**src/rtl/imm_pkg.sv**
```systemverilog
// Shared definitions for the immediate encoder/decoder pair: format codes,
// field widths and the pipeline payload structs.
package imm_pkg;

    localparam int unsigned XLEN   = 32;
    localparam int unsigned INST_W = 25;
    localparam int unsigned SEL_W  = 3;

    typedef enum logic [SEL_W-1:0] {
        IMM_NONE    = 3'd0,
        IMM_I       = 3'd1,
        IMM_SHAMT   = 3'd2,
        IMM_S       = 3'd3,
        IMM_B       = 3'd4,
        IMM_U       = 3'd5,
        IMM_J       = 3'd6,
        IMM_ILLEGAL = 3'd7
    } imm_sel_e;

    typedef struct packed {
        imm_sel_e            sel;
        logic [XLEN-1:0]     imm;
        logic [INST_W-1:0]   base;
    } enc_req_t;

    typedef struct packed {
        logic [INST_W-1:0]   inst;
        logic                err;
    } enc_rsp_t;

    // True when v[XLEN-1:lsb] are all equal, i.e. v sign-extends from bit lsb.
    function automatic logic fits_signed(input logic [XLEN-1:0] v, input int unsigned lsb);
        logic [XLEN-1:0] t;
        t = XLEN'($signed(v) >>> lsb);
        return (t == '0) || (&t);
    endfunction

endpackage

```
**src/rtl/imm_pack.sv**
```systemverilog
// Scatters an immediate into the inst[31:7] field for the selected format and
// flags values the format cannot represent.
module imm_pack
    import imm_pkg::*;
(
    input  logic [SEL_W-1:0]  ImmSel,
    input  logic [XLEN-1:0]   imm,
    input  logic [INST_W-1:0] base_inst,
    output logic [INST_W-1:0] inst,
    output logic              err
);

    always_comb begin
        inst = base_inst;
        err  = 1'b0;
        case (imm_sel_e'(ImmSel))
            IMM_NONE: begin
                err = |imm;
            end
            IMM_I: begin
                inst[24:13] = imm[11:0];
                err         = !fits_signed(imm, 11);
            end
            IMM_SHAMT: begin
                inst[17:13] = imm[4:0];
                err         = |imm[31:5];
            end
            IMM_S: begin
                inst[24:18] = imm[11:5];
                inst[4:0]   = imm[4:0];
                err         = !fits_signed(imm, 11);
            end
            IMM_B: begin
                inst[24]    = imm[12];
                inst[0]     = imm[11];
                inst[23:18] = imm[10:5];
                inst[4:1]   = imm[4:1];
                err         = imm[0] || !fits_signed(imm, 12);
            end
            IMM_U: begin
                inst[24:5] = imm[31:12];
                err        = |imm[11:0];
            end
            IMM_J: begin
                inst[24]    = imm[20];
                inst[12:5]  = imm[19:12];
                inst[13]    = imm[11];
                inst[23:14] = imm[10:1];
                err         = imm[0] || !fits_signed(imm, 20);
            end
            default: begin
                err = 1'b1;
            end
        endcase
    end

endmodule

```
**src/rtl/imm_encoder.sv**
```systemverilog
// Two-stage elastic immediate encoder: stage 1 holds the request, stage 2 the
// packed field, plus a saturating count of errored results handed downstream.
module imm_encoder
    import imm_pkg::*;
#(
    parameter int unsigned ERR_CNT_W = 16,
    parameter bit          CHECK_EN  = 1'b1
) (
    input  logic                 clk,
    input  logic                 rst,
    input  logic                 in_valid,
    output logic                 in_ready,
    input  logic [SEL_W-1:0]     ImmSel,
    input  logic [XLEN-1:0]      imm,
    input  logic [INST_W-1:0]    base_inst,
    output logic                 out_valid,
    input  logic                 out_ready,
    output logic [INST_W-1:0]    inst,
    output logic                 err,
    output logic [ERR_CNT_W-1:0] err_cnt
);

    logic                 s1_valid_q;
    enc_req_t             s1_req_q;
    logic                 s2_valid_q;
    enc_rsp_t             s2_rsp_q;
    logic [ERR_CNT_W-1:0] err_cnt_q;
    logic [ERR_CNT_W-1:0] err_cnt_d;

    logic                 s2_adv_c;
    logic [INST_W-1:0]    pack_inst_c;
    logic                 pack_err_c;
    enc_rsp_t             s2_rsp_d;

    assign s2_adv_c = !s2_valid_q || out_ready;
    assign in_ready = !s1_valid_q || s2_adv_c;

    imm_pack u_pack (
        .ImmSel    (s1_req_q.sel),
        .imm       (s1_req_q.imm),
        .base_inst (s1_req_q.base),
        .inst      (pack_inst_c),
        .err       (pack_err_c)
    );

    always_comb begin
        s2_rsp_d      = '0;
        s2_rsp_d.inst = pack_inst_c;
        s2_rsp_d.err  = CHECK_EN && pack_err_c;
    end

    // Count errored results as they are handed off, sticking at all-ones.
    always_comb begin
        err_cnt_d = err_cnt_q;
        if (s2_valid_q && out_ready && s2_rsp_q.err && (err_cnt_q != '1)) begin
            err_cnt_d = err_cnt_q + ERR_CNT_W'(1);
        end
    end

    always_ff @(posedge clk) begin
        if (rst) begin
            s1_valid_q <= 1'b0;
            s1_req_q   <= '0;
            s2_valid_q <= 1'b0;
            s2_rsp_q   <= '0;
            err_cnt_q  <= '0;
        end else begin
            if (in_ready) begin
                s1_valid_q <= in_valid;
                if (in_valid) begin
                    s1_req_q.sel  <= imm_sel_e'(ImmSel);
                    s1_req_q.imm  <= imm;
                    s1_req_q.base <= base_inst;
                end
            end
            if (s2_adv_c) begin
                s2_valid_q <= s1_valid_q;
                if (s1_valid_q) begin
                    s2_rsp_q <= s2_rsp_d;
                end
            end
            err_cnt_q <= err_cnt_d;
        end
    end

    assign out_valid = s2_valid_q;
    assign inst      = s2_rsp_q.inst;
    assign err       = s2_rsp_q.err;
    assign err_cnt   = err_cnt_q;

endmodule

```
**config.mk**
```make
export PLATFORM = sky130hd
export DESIGN_NAME = imm_encoder
export DESIGN_NICKNAME = d
export VERILOG_FILES = /design/src/rtl/imm_pkg.sv /design/src/rtl/imm_pack.sv /design/src/rtl/imm_encoder.sv
export SDC_FILE = /design/constraint.sdc
export NUM_CORES = 1
export LEC_CHECK = 0
export BUFFER_PORTS_ARGS = -buffer_cell sky130_fd_sc_hd__buf_2
export CORE_MARGIN = 2
export CORE_UTILIZATION = 40
export CTS_CLUSTER_SIZE = 14
export DETAILED_ROUTE_END_ITERATION = 6
export PLACE_DENSITY = 0.65
export SETUP_SLACK_MARGIN = 0.1
export SLEW_MARGIN = 20
export SYNTH_ARGS = -nofsm -noshare
export SYNTH_HDL_FRONTEND = slang
export SYNTH_SLANG_ARGS = --single-unit
```
**constraint.sdc**
```tcl
create_clock -name clk -period 1.85 [get_ports clk]
set_input_delay 0.0925 -clock clk [delete_from_list [all_inputs] [get_ports clk]]
set_output_delay 0.0925 -clock clk [all_outputs]
set_load 0.05 [all_outputs]
```
Yosys cells after proc, flatten, opt, wreduce, memory -nomap -nowiden. Index checks and enable logic that the tools add are counted.

Add/subtract/negate cells: 1. Multipliers: 0. Div/mod/pow operators: 0. Magnitude comparators: 0. Equality and inequality tests: 7. Shift-type cells: 0. Muxes and demuxes: 5. Bitwise logic cells: 0. Reduce and logical (&&, ||, !) cells: 30.

Operators by type and width (number): $logic_not 32->1 (3); $reduce_or 32->1 (1); $pmux 7 s4 (1); $reduce_or 27->1 (1); $reduce_and 21->1 (1); $reduce_and 20->1 (1); $add 16x1->16 const B (1); $ne 16x16->1 const B (1); $pmux 5 s3 (1); $reduce_and 12->1 (1); $reduce_or 12->1 (1); $pmux 5 s2 (1); $eq 3x3->1 const B (3); $mux 8 (1); $logic_or 1x1->1 (7); $eq 3x2->1 const B (2); $pmux 1 s6 (1); $reduce_or 2->1 (3); $logic_not 1->1 (5); $reduce_and 2->1 (2); $eq 3x1->1 const B (1); $logic_and 1x1->1 (3); $logic_not 3->1 (1).

Bits in registers: 104. Bits in latches: 0. RAM bits: 0. ROM bits: 0. Input bits: 64. Output and inout port bits: 44. Word-level logic and storage cells: 51. Memories: 0.

Longest topological paths before layout.
Word-level depth: 5. Gate-level depth with buffers: 8. Gate-level depth less buffers: 6.

Modules after synthesis. Synthesis repeated with hierarchy kept, for this count alone.

Cell total of the unflattened synthesis: 635. Area total of the unflattened synthesis: 4774.6 um^2.

By module, submodules not included: imm_encoder (instances 1, cells an instance 483, area each 3824.9 um^2, seq. area each 2082.0 um^2); imm_pack (instances 1, cells an instance 152, area each 949.7 um^2, seq. area each 0.0 um^2).

Worst setup path after synthesis. Ideal clock, no wire load.

Path kind: reg-to-reg. Start: register s2_valid_q, in the netlist out_valid. End: register s1_req_q[10] (netlist name). Library setup time: 0.132 ns. Arrival time: 2.028 ns. Required time: 1.718 ns. Path slack: -0.310 ns. Stages on the path, launching flop included: 8. Buffers on the path: 2. Period minus slack after synthesis: 2.160 ns. Cell sequence: dfxtp_1 -> nor2b_1 -> nand2_1 -> and2_1 -> clkbuf_1 -> clkbuf_1 -> nand2_1 -> a21oi_1.

Cells in the longest elaborated chain, start to end: 4.

Ends and longest elaborated chain: start: declaration (RTL line imm_encoder.sv:25) `logic s2_valid_q;`; start signal: assignment (RTL line imm_encoder.sv:77) `s2_valid_q <= s1_valid_q;`; $logic_not 1->1 (RTL line imm_encoder.sv:35) `assign s2_adv_c = !s2_valid_q || out_ready;`; $logic_or 1x1->1 (RTL line imm_encoder.sv:35); $logic_or 1x1->1 (RTL line imm_encoder.sv:36) `assign in_ready = !s1_valid_q || s2_adv_c;`; named net in_ready (RTL line imm_encoder.sv:12) `output logic in_ready,`; $reduce_and 2->1 (no line); end: declaration (RTL line imm_encoder.sv:24) `enc_req_t s1_req_q;`.

The timed path passes the listed nets, and every way through them passes these cells. A chain may end at the register's enable or synchronous reset.

Final worst setup path.
Start: register s1_req_q[35] (netlist name). End: register s2_rsp_q (netlist bit err).

Cells in the longest elaborated chain, start to end: 2. Elaborated cells between the ends (all ways): 4. Those cells by class: mux: 1; reduce/logical: 3.

Ends and longest elaborated chain: $reduce_or 32->1 (tied with other cells) (RTL line imm_pack.sv:18) `err = |imm;`; $pmux 1 s6 (*) (RTL line imm_pack.sv:16) `case (imm_sel_e'(ImmSel))`; end signal: assignment (RTL line imm_encoder.sv:79) `s2_rsp_q <= s2_rsp_d;`; end: declaration (RTL line imm_encoder.sv:26) `enc_rsp_t s2_rsp_q;`.

Every way passes the cells marked *; elsewhere a longest branch is shown, timed or not.

==> results.sh <==
export IMPL_status="finished, final reports clean"
export IMPL_vias=4455
export IMPL_gr_total_overflow=0
export IMPL_setup_tns_final_ps=0
export IMPL_clk_latency_ps=390
export IMPL_ant_nets=0
export IMPL_ys_async_sr_fraction=0
export IMPL_area_growth_pct=37.5
export IMPL_finalMaxSlewViolations=0
export IMPL_finalHoldViolCount=0
export IMPL_reg2reg_depth=6
export IMPL_grt_pass1_vias=4139
export IMPL_totalWireLength_um=12900
export IMPL_syn_area_per_cell_um2=8.02
export IMPL_start_util=0.407
export IMPL_ir_drop_mv=0.493
export IMPL_worst_pin_slew_ps=558
export IMPL_grt_setup_unrepaired="yes"
export IMPL_yosysSeqAreaShare=0.474
export IMPL_dr_pass1_iters=6
export IMPL_fin_crit_ps=1760
export IMPL_grt_antenna_before_repair=0
export IMPL_synth_top_cell_by_area="dfxtp_1"
export IMPL_drc=0
export IMPL_diodes=0
export IMPL_multi_input_area_mm2=0.00216
export IMPL_synth_distinct_cells=45
export IMPL_grt_pass1_wl_um=20500
export IMPL_finalSetupViolations=0
export IMPL_fin_crit_sh=0.954
export IMPL_wl_per_cell_um=15.0
export IMPL_synthFlopType="dfxtp_1"
export IMPL_cts_root_buf="clkbuf_8"
export IMPL_rrSetupSlack_ps=90
export IMPL_startpoint_type="flop"
export IMPL_fp_row_count=38
export IMPL_hold_class="input port to flop"
export IMPL_worstPathArrival_ps=2040
export IMPL_clkSinkCount=104
export IMPL_clkTransAtPathRegs_ps=90
export IMPL_min_path_cells=3
export IMPL_gr_usage_all_layers=0.226
export IMPL_synth_edff_count=0
export IMPL_fin_nets=778
export IMPL_fmax_ghz=0.567
export IMPL_power_density_mw_per_mm2=788
export IMPL_core_mm2=0.0108
export IMPL_synth_nets=613
export IMPL_crit_type="flop to flop"
export IMPL_cts_buffers=9
export IMPL_cts_path_max_buffers=2
export IMPL_cp_max_fo=2
export IMPL_drt_initial_drc_count=339
export IMPL_maxSlewHeadroom=0.628
export IMPL_synthCells=548
export IMPL_syn_cell_area_mm2=0.00439
export IMPL_die_area_mm2=0.0118
export IMPL_numPortBuffers=107
export IMPL_p_total_mw=4.76
export IMPL_leakage_nw=2.55
export IMPL_grt_max_degree=57
export IMPL_synth_top_cell_area_share=0.474
export IMPL_fp_dieH_um=109
export IMPL_post_route_cells_drive_above_1_share=0.255
export IMPL_post_dp_hpwl_um=8860
export IMPL_ys_ff_latch=104
export IMPL_yosys_top_cells_area="dfxtp_1 (47%), nand2_1 (12%), a21oi_1 (8.4%)"
export IMPL_ios=108
export IMPL_gp_congestion=0.860
export IMPL_cap_violations=0
export IMPL_crit_required_ps=2120
export IMPL_vias_per_cell=5.19
export IMPL_clock_skew_ps=5.39
export IMPL_layout_area_seq_mm2=0.00211
export IMPL_synth_warnings=0
export IMPL_end_kind="flop"
export IMPL_htree_levels=3
export IMPL_die_w_um=109
export IMPL_cts_tree="built"
export IMPL_nFillCells=1017
[registers in the layout, summed over array words and instances (netlist names)]
register and flops:
s1_req_q 60, inst 25, err_cnt 16, err 1
out_valid 1, s1_valid_q 1
[per-layer routing]
layer	routed length [µm]	GRT usage	vias to the layer above
met5	0	0	-
met4	180	0.0623	0
met3	680	0.0526	16
met2	5700	0.347	133
met1	6300	0.318	2071
li1	-	-	2235
[report_power, final]
group | leakage (nW) | switching [mW] | internal (mW) | total [mW]
clock | 0.101 | 0.774 | 0.694 | 1.47
combinational | 1.59 | 0.490 | 0.348 | 0.838
sequential | 0.863 | 0.0962 | 2.36 | 2.45
total | 2.55 | 1.36 | 3.40 | 4.76
[final cells by class]
class / count / area share
multi-input cells: 400 / 0.358
well taps: 140 / 0.0290
clock buffers: 11 / 0.0251
inverters: 5 / 0.00311
flip-flops and latches: 104 / 0.349
repair buffers: 193 / 0.227
clock inverters: 5 / 0.00911
[cells in the mapped netlist, drive strengths merged (4+ instances only)]
| library cell | n |
|---|---|
| a211oi | 18 |
| a21oi | 74 |
| a221o | 6 |
| a222oi | 5 |
| buf | 4 |
| clkbuf | 35 |
| dfxtp | 104 |
| inv | 5 |
| mux2i | 13 |
| nand2 | 136 |
| nand3 | 8 |
| nand4 | 12 |
| nor2 | 50 |
| nor2b | 5 |
| nor3 | 13 |
| nor4 | 11 |
| o21ai | 6 |
| or4 | 4 |
| xnor2 | 11 |
| xor2 | 4 |
[final timing paths]
path / from / to
worst max register to register: s1_req_q[35]$_SDFFE_PP0P_ / err$_SDFFE_PP0P_
worst max-delay path: s1_req_q[35]$_SDFFE_PP0P_ / err$_SDFFE_PP0P_
worst min-delay path: imm[12] / s1_req_q[37]$_SDFFE_PP0P_
worst min register to register: s1_req_q[13]$_SDFFE_PP0P_ / s1_req_q[13]$_SDFFE_PP0P_
[stage by stage]
step                cells  instance area [µm²]  utilization  hold WS, ps  worst slack, ps
floorplan             548                 4420            -          210              104
global placement      778                 5180        0.480          334             14.3
detailed placement    778                 5180        0.480          340             14.5
CTS                   856                 6020        0.557         16.2              102
global route          858                 6040        0.560         37.1             24.1
finish                858                 6040        0.560         40.5             85.0
[repair_timing]
action	CTS	global route
endpoints found under the hold margin	60	0
buffers inserted	2	2
pin swaps	4	3
endpoints found under the setup margin	1	8
resized for setup	4	5
hold buffers	60	0
[cells in the final DEF (no fill, tap or decap), types with 11 or more instances in the layout]
cell / n
nand4_1: 12
dfxtp_1: 84
a211oi_1: 18
mux2i_1: 13
a21oi_1: 73
dfxtp_2: 20
dlygate4sd3_1: 60
nor3_1: 13
buf_2: 107
buf_4: 23
xnor2_1: 11
clkbuf_8: 11
nor2_1: 50
nand2_1: 134
[worst max-delay path: stages, from the launching register on]
cell and delay [ps]:
dfxtp_2 340, or4_4 550, nor4_4 310, buf_4 150
a31oi_1 70, a21oi_1 140, o211ai_1 100
[logic make-up after synthesis]
| group | Yosys count | share of synthesized area |
|---|---|---|
| AO/OA/AOI/OAI | 118 | 0.166 |
| XOR/XNOR | 15 | 0.0299 |
| adder cells (fa/ha/maj) | 1 | 0.00285 |
| buffers and inverters | 44 | 0.0404 |
| flip-flops | 104 | 0.474 |
| multiplexers | 13 | 0.0296 |
| AND/OR/NAND/NOR | 253 | 0.257 |
(Power assumes the default switching activity.)
